File: src/rtl/ram_port_pkg.sv
// Shared types and limits for the RAM port master and its response buffer.
// Responses travel as {err, data}, with err as the MSB.
package ram_port_pkg;

  localparam int RSP_WIDTH = 16;
  localparam int PEND_MAX  = 2;

  typedef struct packed {
    logic                 err;
    logic [RSP_WIDTH-1:0] data;
  } ram_rsp_t;

endpackage

File: src/rtl/rsp_skid_fifo.sv
// Two-entry in-order response buffer. An arriving entry bypasses straight to
// the output when the buffer is empty, and is stored only if it is not taken.
module rsp_skid_fifo
  import ram_port_pkg::*;
#(
  parameter type entry_t = ram_rsp_t
) (
  input  logic   clk,
  input  logic   rst_n,
  input  logic   push_valid,
  input  entry_t push_data,
  input  logic   pop_ready,
  output logic   out_valid,
  output entry_t out_data,
  output logic   full,
  output logic   empty
);

  entry_t     mem_reg [2];
  logic       rd_ptr_reg;
  logic       rd_ptr_next;
  logic       wr_ptr_reg;
  logic       wr_ptr_next;
  logic [1:0] cnt_reg;
  logic [1:0] cnt_next;
  logic       enq;
  logic       deq;

  assign empty = (cnt_reg == 2'd0);
  assign full  = (cnt_reg == 2'd2);
  assign deq   = !empty && pop_ready;

  // Store only what is not consumed on the bypass path, and never overrun.
  assign enq = push_valid && !(empty && pop_ready) && !(full && !deq);

  assign out_valid = !empty || push_valid;

  always_comb begin
    out_data = '0;
    if (!empty) begin
      out_data = mem_reg[rd_ptr_reg];
    end else if (push_valid) begin
      out_data = push_data;
    end
  end

  always_comb begin
    cnt_next    = cnt_reg;
    rd_ptr_next = rd_ptr_reg;
    wr_ptr_next = wr_ptr_reg;
    if (enq) begin
      wr_ptr_next = ~wr_ptr_reg;
    end
    if (deq) begin
      rd_ptr_next = ~rd_ptr_reg;
    end
    case ({enq, deq})
      2'b10:   cnt_next = cnt_reg + 2'd1;
      2'b01:   cnt_next = cnt_reg - 2'd1;
      default: cnt_next = cnt_reg;
    endcase
  end

  always_ff @(posedge clk or negedge rst_n) begin
    if (!rst_n) begin
      cnt_reg    <= 2'd0;
      rd_ptr_reg <= 1'b0;
      wr_ptr_reg <= 1'b0;
      mem_reg[0] <= '0;
      mem_reg[1] <= '0;
    end else begin
      cnt_reg    <= cnt_next;
      rd_ptr_reg <= rd_ptr_next;
      wr_ptr_reg <= wr_ptr_next;
      for (int i = 0; i < 2; i++) begin
        if (enq && (wr_ptr_reg == 1'(i))) begin
          mem_reg[i] <= push_data;
        end
      end
    end
  end

endmodule

File: src/rtl/ram_port_master.sv
// Initiator for one port of a write-first block RAM: turns a request stream
// into RAM strobes and returns in-order responses with at most two pending.
module ram_port_master #(
  parameter int WIDTH  = 16,
  parameter int DEPTH  = 1024,
  parameter int ADDR_W = 32
) (
  input  logic              clk,
  input  logic              rst_n,
  input  logic              req_valid,
  output logic              req_ready,
  input  logic              req_we,
  input  logic [ADDR_W-1:0] req_addr,
  input  logic [WIDTH-1:0]  req_wdata,
  output logic              rsp_valid,
  input  logic              rsp_ready,
  output logic [WIDTH-1:0]  rsp_data,
  output logic              rsp_err,
  output logic              ram_en,
  output logic              ram_we,
  output logic [ADDR_W-1:0] ram_addr,
  output logic [WIDTH-1:0]  ram_wdata,
  input  logic [WIDTH-1:0]  ram_rdata
);
  import ram_port_pkg::*;

  typedef struct packed {
    logic             err;
    logic [WIDTH-1:0] data;
  } rsp_t;

  logic [1:0] pend_reg;
  logic [1:0] pend_next;
  logic       inflight_reg;
  logic       inflight_next;
  logic       inflight_err_reg;
  logic       inflight_err_next;
  logic       accept;
  logic       in_range;
  logic       pop;
  logic       arr_valid;
  rsp_t       arr_rsp;
  rsp_t       head_rsp;
  logic       fifo_full;
  logic       fifo_empty;

  // Pending count covers the in-flight access plus buffered responses, so
  // ready depends on registered state only.
  assign req_ready = (pend_reg < 2'(PEND_MAX));
  assign in_range  = (req_addr < ADDR_W'(DEPTH));
  assign accept    = req_valid && req_ready;

  assign ram_en    = accept && in_range;
  assign ram_we    = ram_en && req_we;
  assign ram_addr  = req_addr;
  assign ram_wdata = req_wdata;

  assign pop = rsp_valid && rsp_ready;

  always_comb begin
    pend_next         = pend_reg;
    inflight_next     = accept;
    inflight_err_next = accept && !in_range;
    case ({accept, pop})
      2'b10:   pend_next = pend_reg + 2'd1;
      2'b01:   pend_next = pend_reg - 2'd1;
      default: pend_next = pend_reg;
    endcase
  end

  always_ff @(posedge clk or negedge rst_n) begin
    if (!rst_n) begin
      pend_reg         <= 2'd0;
      inflight_reg     <= 1'b0;
      inflight_err_reg <= 1'b0;
    end else begin
      pend_reg         <= pend_next;
      inflight_reg     <= inflight_next;
      inflight_err_reg <= inflight_err_next;
    end
  end

  // RAM output is only meaningful the cycle after an in-range issue.
  always_comb begin
    arr_valid    = inflight_reg;
    arr_rsp.err  = inflight_err_reg;
    arr_rsp.data = '0;
    if (inflight_reg && !inflight_err_reg) begin
      arr_rsp.data = ram_rdata;
    end
  end

  rsp_skid_fifo #(
    .entry_t (rsp_t)
  ) u_rsp_fifo (
    .clk        (clk),
    .rst_n      (rst_n),
    .push_valid (arr_valid),
    .push_data  (arr_rsp),
    .pop_ready  (rsp_ready),
    .out_valid  (rsp_valid),
    .out_data   (head_rsp),
    .full       (fifo_full),
    .empty      (fifo_empty)
  );

  assign rsp_data = head_rsp.data;
  assign rsp_err  = head_rsp.err;

  // A full buffer implies two pending, so nothing can be arriving.
  a_no_overflow: assert property (@(posedge clk) disable iff (!rst_n)
    !(fifo_full && arr_valid) && (fifo_empty || rsp_valid));

endmodule

File: config.mk
export PLATFORM = sky130hd
export DESIGN_NAME = ram_port_master
export DESIGN_NICKNAME = d
export VERILOG_FILES = /design/src/rtl/ram_port_pkg.sv /design/src/rtl/rsp_skid_fifo.sv /design/src/rtl/ram_port_master.sv
export SDC_FILE = /design/constraint.sdc
export NUM_CORES = 1
export LEC_CHECK = 0
export CORE_MARGIN = 2
export CORE_UTILIZATION = 37
export CTS_BUF_LIST = sky130_fd_sc_hd__clkbuf_8
export DETAILED_ROUTE_END_ITERATION = 7
export PLACE_DENSITY = 0.8
export SLEW_MARGIN = 5
export SYNTH_ARGS = -nofsm -noshare
export SYNTH_HDL_FRONTEND = slang
export SYNTH_SLANG_ARGS = --single-unit
File: constraint.sdc
create_clock -name clk -period 1.6 [get_ports clk]
set_input_delay 0.16 -clock clk [delete_from_list [all_inputs] [get_ports clk]]
set_output_delay 0.16 -clock clk [all_outputs]
set_load 0.03 [all_outputs]
# Word-level counts from Yosys, hierarchy flattened
# Index checks and enable logic that the tools add are counted.
# totals
ff_bits	42
output_inout_bits	69
# classes
addsub	4
n_lt_le_gt_ge	3
n_eq_ne	5
mux	8
bitwise_logic	3
n_reduce_logical	23
# op_table
operator	n
$mux W17	5
$lt A32 B11 Y1 const B	1
$mux W16	1
$logic_and A1 B1 Y1	13
$pmux W2 S2	2
$eq A2 B2 Y1 const B	3
$logic_not A1 Y1	6
$add A2 B1 Y2 const B	2
$eq A2 B1 Y1 const B	2
$reduce_bool A2 Y1	2
$sub A2 B1 Y2 const B	2
$ge A2 B2 Y1 const B	1
$logic_not A2 Y1	1
$lt A2 B2 Y1 const B	1
$not A1 Y1	2
$not A1 Y2	1
$logic_or A1 B1 Y1	1

# Logic depth before layout (Yosys ltp)
# depth
ltp_word	9
mapped_depth	6
mapped_depth_nobuf	6

# Cells and area by module
# A second synthesis with hierarchy kept.
# unflattened
cells_unflattened	247
area_unflattened_um2	2672.6
# by_module_without_submodules
module	instances	cells_each	area_per_inst_um2	seq_area_each_um2
rsp_skid_fifo	1	156	1955.6	950.9
ram_port_master	1	91	716.9	100.1

# Worst setup path after synthesis
# Ideal clock, no wire load.
# synth_timing
path_kind	flip-flop to flip-flop
from	register u_rsp_fifo.cnt_reg[1]
to	register pend_reg[1]
arrival_ns	1.697
required_ns	1.467
slack_ns	-0.229
stages_incl_launch_ff	6
period_less_slack_ns	1.829
cell_sequence	dfrtp_1 > or3_2 > and2_1 > ha_1 > nor2_1 > xnor2_1
# synth_between
elab_chain_len	6
# synth_rtl
item	line_no	text
start, declared	rsp_skid_fifo.sv:24	logic [1:0] cnt_reg;
start signal, assigned	rsp_skid_fifo.sv:72	cnt_reg <= cnt_next;
$logic_not A2 Y1 (*)	rsp_skid_fifo.sv:29	assign empty = (cnt_reg == 2'd0);
$logic_not A1 Y1 (*)	rsp_skid_fifo.sv:36	assign out_valid = !empty || push_valid;
$logic_or A1 B1 Y1 (*)	rsp_skid_fifo.sv:36	
named net rsp_valid	ram_port_master.sv:15	output logic rsp_valid,
$logic_and A1 B1 Y1 (*)	ram_port_master.sv:58	assign pop = rsp_valid && rsp_ready;
$eq A2 B1 Y1 or $eq A2 B2 Y1 (tied branches)	ram_port_master.sv:64	case ({accept, pop})
$pmux W2 S2 or $reduce_bool A2 Y1 (tied branches)	--	
end signal, assigned	ram_port_master.sv:77	pend_reg <= pend_next;
end, declared	ram_port_master.sv:32	logic [1:0] pend_reg;
# Mark *: on every way through the listed nets, which the timed path passes. The rest lies on a longest branch.
# A chain may end at the register's enable or synchronous reset.

# Final worst setup path
# layout_timing
from	register u_rsp_fifo.cnt_reg[1]
to	output rsp_err
# layout_between
elab_chain_len	2
# layout_rtl
item	line_no	text
$logic_not A2 Y1	rsp_skid_fifo.sv:29	
$mux W17	rsp_skid_fifo.sv:40	if (!empty) begin
end, declared	ram_port_master.sv:18	output logic rsp_err,
# Every way passes these cells.

==> flow_summary.toml <==
[clock_tree]
clockBufferDepth = 2
clkTransAtPathRegs_ps = 70
cts_sinks = 42
cts_tree = "done"
h-tree-depth = 2
root_buffer = "clkbuf_8"
clk_latency_ps = 300
cts_inserted_buffers = 5

[route]
drt_wl_total_mm = 6.24
drt_iter0_drc = 123
drcViolationCount = 0
vias = 1930
drtAntennaViolNets = 0
viasPerCell = 5.00
wl_per_cell_um = 16.2
dr.pass1.iters = 4

[die]
row_count = 30
die-width_um = 87.3
start_util_pct = 38.0
die_y_um = 87.3
core_area_um2 = 6760
die_area_um2 = 7620
io_pins = 138

[cells_and_area]
diodes = 0
stdcell_area_um2 = 3810
drive_above_1_share_pct = 42.2
final_nets = 377
syn_to_final_growth_pct = 48.3
fillers = 570
largest_register_ffs = 34

[sta]
hold_slack_ps = 320
setup_violations = 24
skew_ps = 9.28
tightest_slew_ps = 493
setup_slack_ps = -124
finalHoldViolations = 0
fin_crit_sh_pct = 108
relSlewSlack_pct = 67.2
rsz0062_at_grt = "true"
fmax_mhz = 580
period_minus_slack_ps = 1720
slew_violations = 0

[pwr]
leakage_uw = 0.00177
peakVddDrop_uv = 759
pwr_density_cell_nw_per_um2 = 1770
p_total_uw = 6720

[logic_synthesis]
synth_compound_area_share_pct = 4.97
ys.flop_type = "dfrtp_1"
synthAdderAreaFrac_pct = 0.975
synth_top_area_cell = "dfrtp_1"
synthXorXnorAreaFrac_pct = 3.36
synthCells = 241
synth_cell_types = 29
ys_seq_area_share_pct = 41.0
synth_edf_count = 0
synth_top_family_by_area = "multiplexers"
yosys_warnings = 0
syn_avg_cell_area_um2 = 10.6
synth_top_area_share_pct = 41.0
syn_nets = 312
synth_area_leaders = "dfrtp_1 41%, mux2_2 14%, buf_4 14%"
synthTopCellsByCount = "48 x buf_4, 42 x dfrtp_1, 33 x mux2_2, 17 x and2_1"
yosysMostFrequentCell = "buf_4"
synth_area_um2 = 2570
synth_simple_gate_area_share_pct = 11.7
muxShareOfSynthArea_pct = 21.3
async_flop_share_pct = 100
synth-seq-cells = 42

[outcome]
status = "complete, but fails checks"
violations = "negative setup slack"

[critical_path]
end_kind = "primary output"
critPathRequiredTime_ps = 1440
arrival_ps = 1560
cp_max_fo = 17
crit_type = "reg2out"
crit_path_start_kind = "flip-flop"

[global_route]
grt_max_degree = 33
grt_pass1_vias = 2059
grt.overflow.total = 0
grt_pass1_wl_mm = 9.40
antenna_found_initial = 0
grtUsageTotal_pct = 16.0

[min_path]
hold_path_class = "in2out"

[flow_run]
max_cap_viol_count = 0

[placed_design]
gp_congestion = 0.746
dp_hpwl_mm = 3.99
port_buffers = 85
dp_slack_ps = -173
placed_cell_area_um2 = 3280
[power by group]
group	leakage [uW]	internal [uW]	total [uW]	switching (uW)
clock network	0.0000573	499	853	353
logic	0.00115	2110	4070	1960
registers	0.000557	1520	1800	272
[timing repair]
item,4_1_cts,5_1_grt
pin swaps,10,14
buffers inserted,6,4
hold endpoints to repair,19,0
hold buffers,1,0
setup endpoints to repair,22,58
cloned,2,2
gates resized for setup,39,33
[cells in the final DEF, fill, tap and decap left out, types with 3 or more instances in the layout]
cell type / n
dlymetal6s2s_1: 8
mux2i_1: 16
mux2_4: 11
buf_12: 6
buf_4: 23
dlygate4sd2_1: 7
nand2_1: 3
mux2_2: 23
dfrtp_1: 42
clkdlybuf4s50_1: 49
nand3_1: 16
xnor2_1: 5
o21ai_2: 14
and2_1: 16
buf_6: 16
clkbuf_8: 6
nor4_2: 5
[worst paths after layout]
kind | from | end | slack [ps] | cells past startpoint
max in group asynchronous | rst_n | u_rsp_fifo.mem_reg[12] | 740 | 3
worst max-delay path | u_rsp_fifo.cnt_reg[1] | rsp_err | -120 | 6
min in group asynchronous | rst_n | u_rsp_fifo.mem_reg[4] | 360 | 2
worst min-delay path | req_addr[8] | ram_addr[8] | 320 | 0
worst min register to register | u_rsp_fifo.mem_reg[18] | u_rsp_fifo.mem_reg[18] | 510 | 1
worst max register to register | u_rsp_fifo.cnt_reg[1] | u_rsp_fifo.mem_reg[8] | -20 | 5
[routing by layer]
layer  part of all wire [%]  global-route usage (%)  vias to the layer above
li1                       -                       -                      910
met5                      0                       0                        -
met4                    1.6                    6.15                        0
met1                     41                    18.2                      904
met3                    7.4                    4.55                       17
met2                     50                    28.2                       99
[stage by stage]
| step | std cells | setup TNS, ps | utilization (%) |
|---|---|---|---|
| 2_1_floorplan | 241 | -651 | - |
| 3_3_place_gp | 364 | -2430 | 48.6 |
| 3_5_place_dp | 364 | -3320 | 48.6 |
| 4_1_cts | 380 | -1300 | 53.4 |
| 5_1_grt | 386 | -3700 | 56.3 |
| 6_report | 386 | -1050 | 56.3 |
[cell families (layout without fill, tap and decap cells)]
family	after synthesis	after routing
and+or+nand+nor	55	55
xor gates and xnor gates	9	9
AOI/OAI and AO/OA	22	22
DFF	42	42
adders and majority gates	2	2
buffers and inverters	61	126
muxes	50	50
[layout make-up]
type,count,area (um^2),area share [%]
clock buffer,6,82.6,2.17
clock inverter,1,30.0,0.789
inverter,3,11.3,0.296
sequential,42,1050,27.6
tap,80,100,2.63
timing repair buffer,116,1250,32.8
multi-input combinational,138,1280,33.7
[worst max-delay path, cell delays in order (launching register included)]
cell      delay, ps
dfrtp_1         420
buf_6           140
nor2_4          150
buf_12          180
a211oi_1         70
a21oi_1         140
buf_4           180
Note: power is estimated with default switching activity, not from simulation.
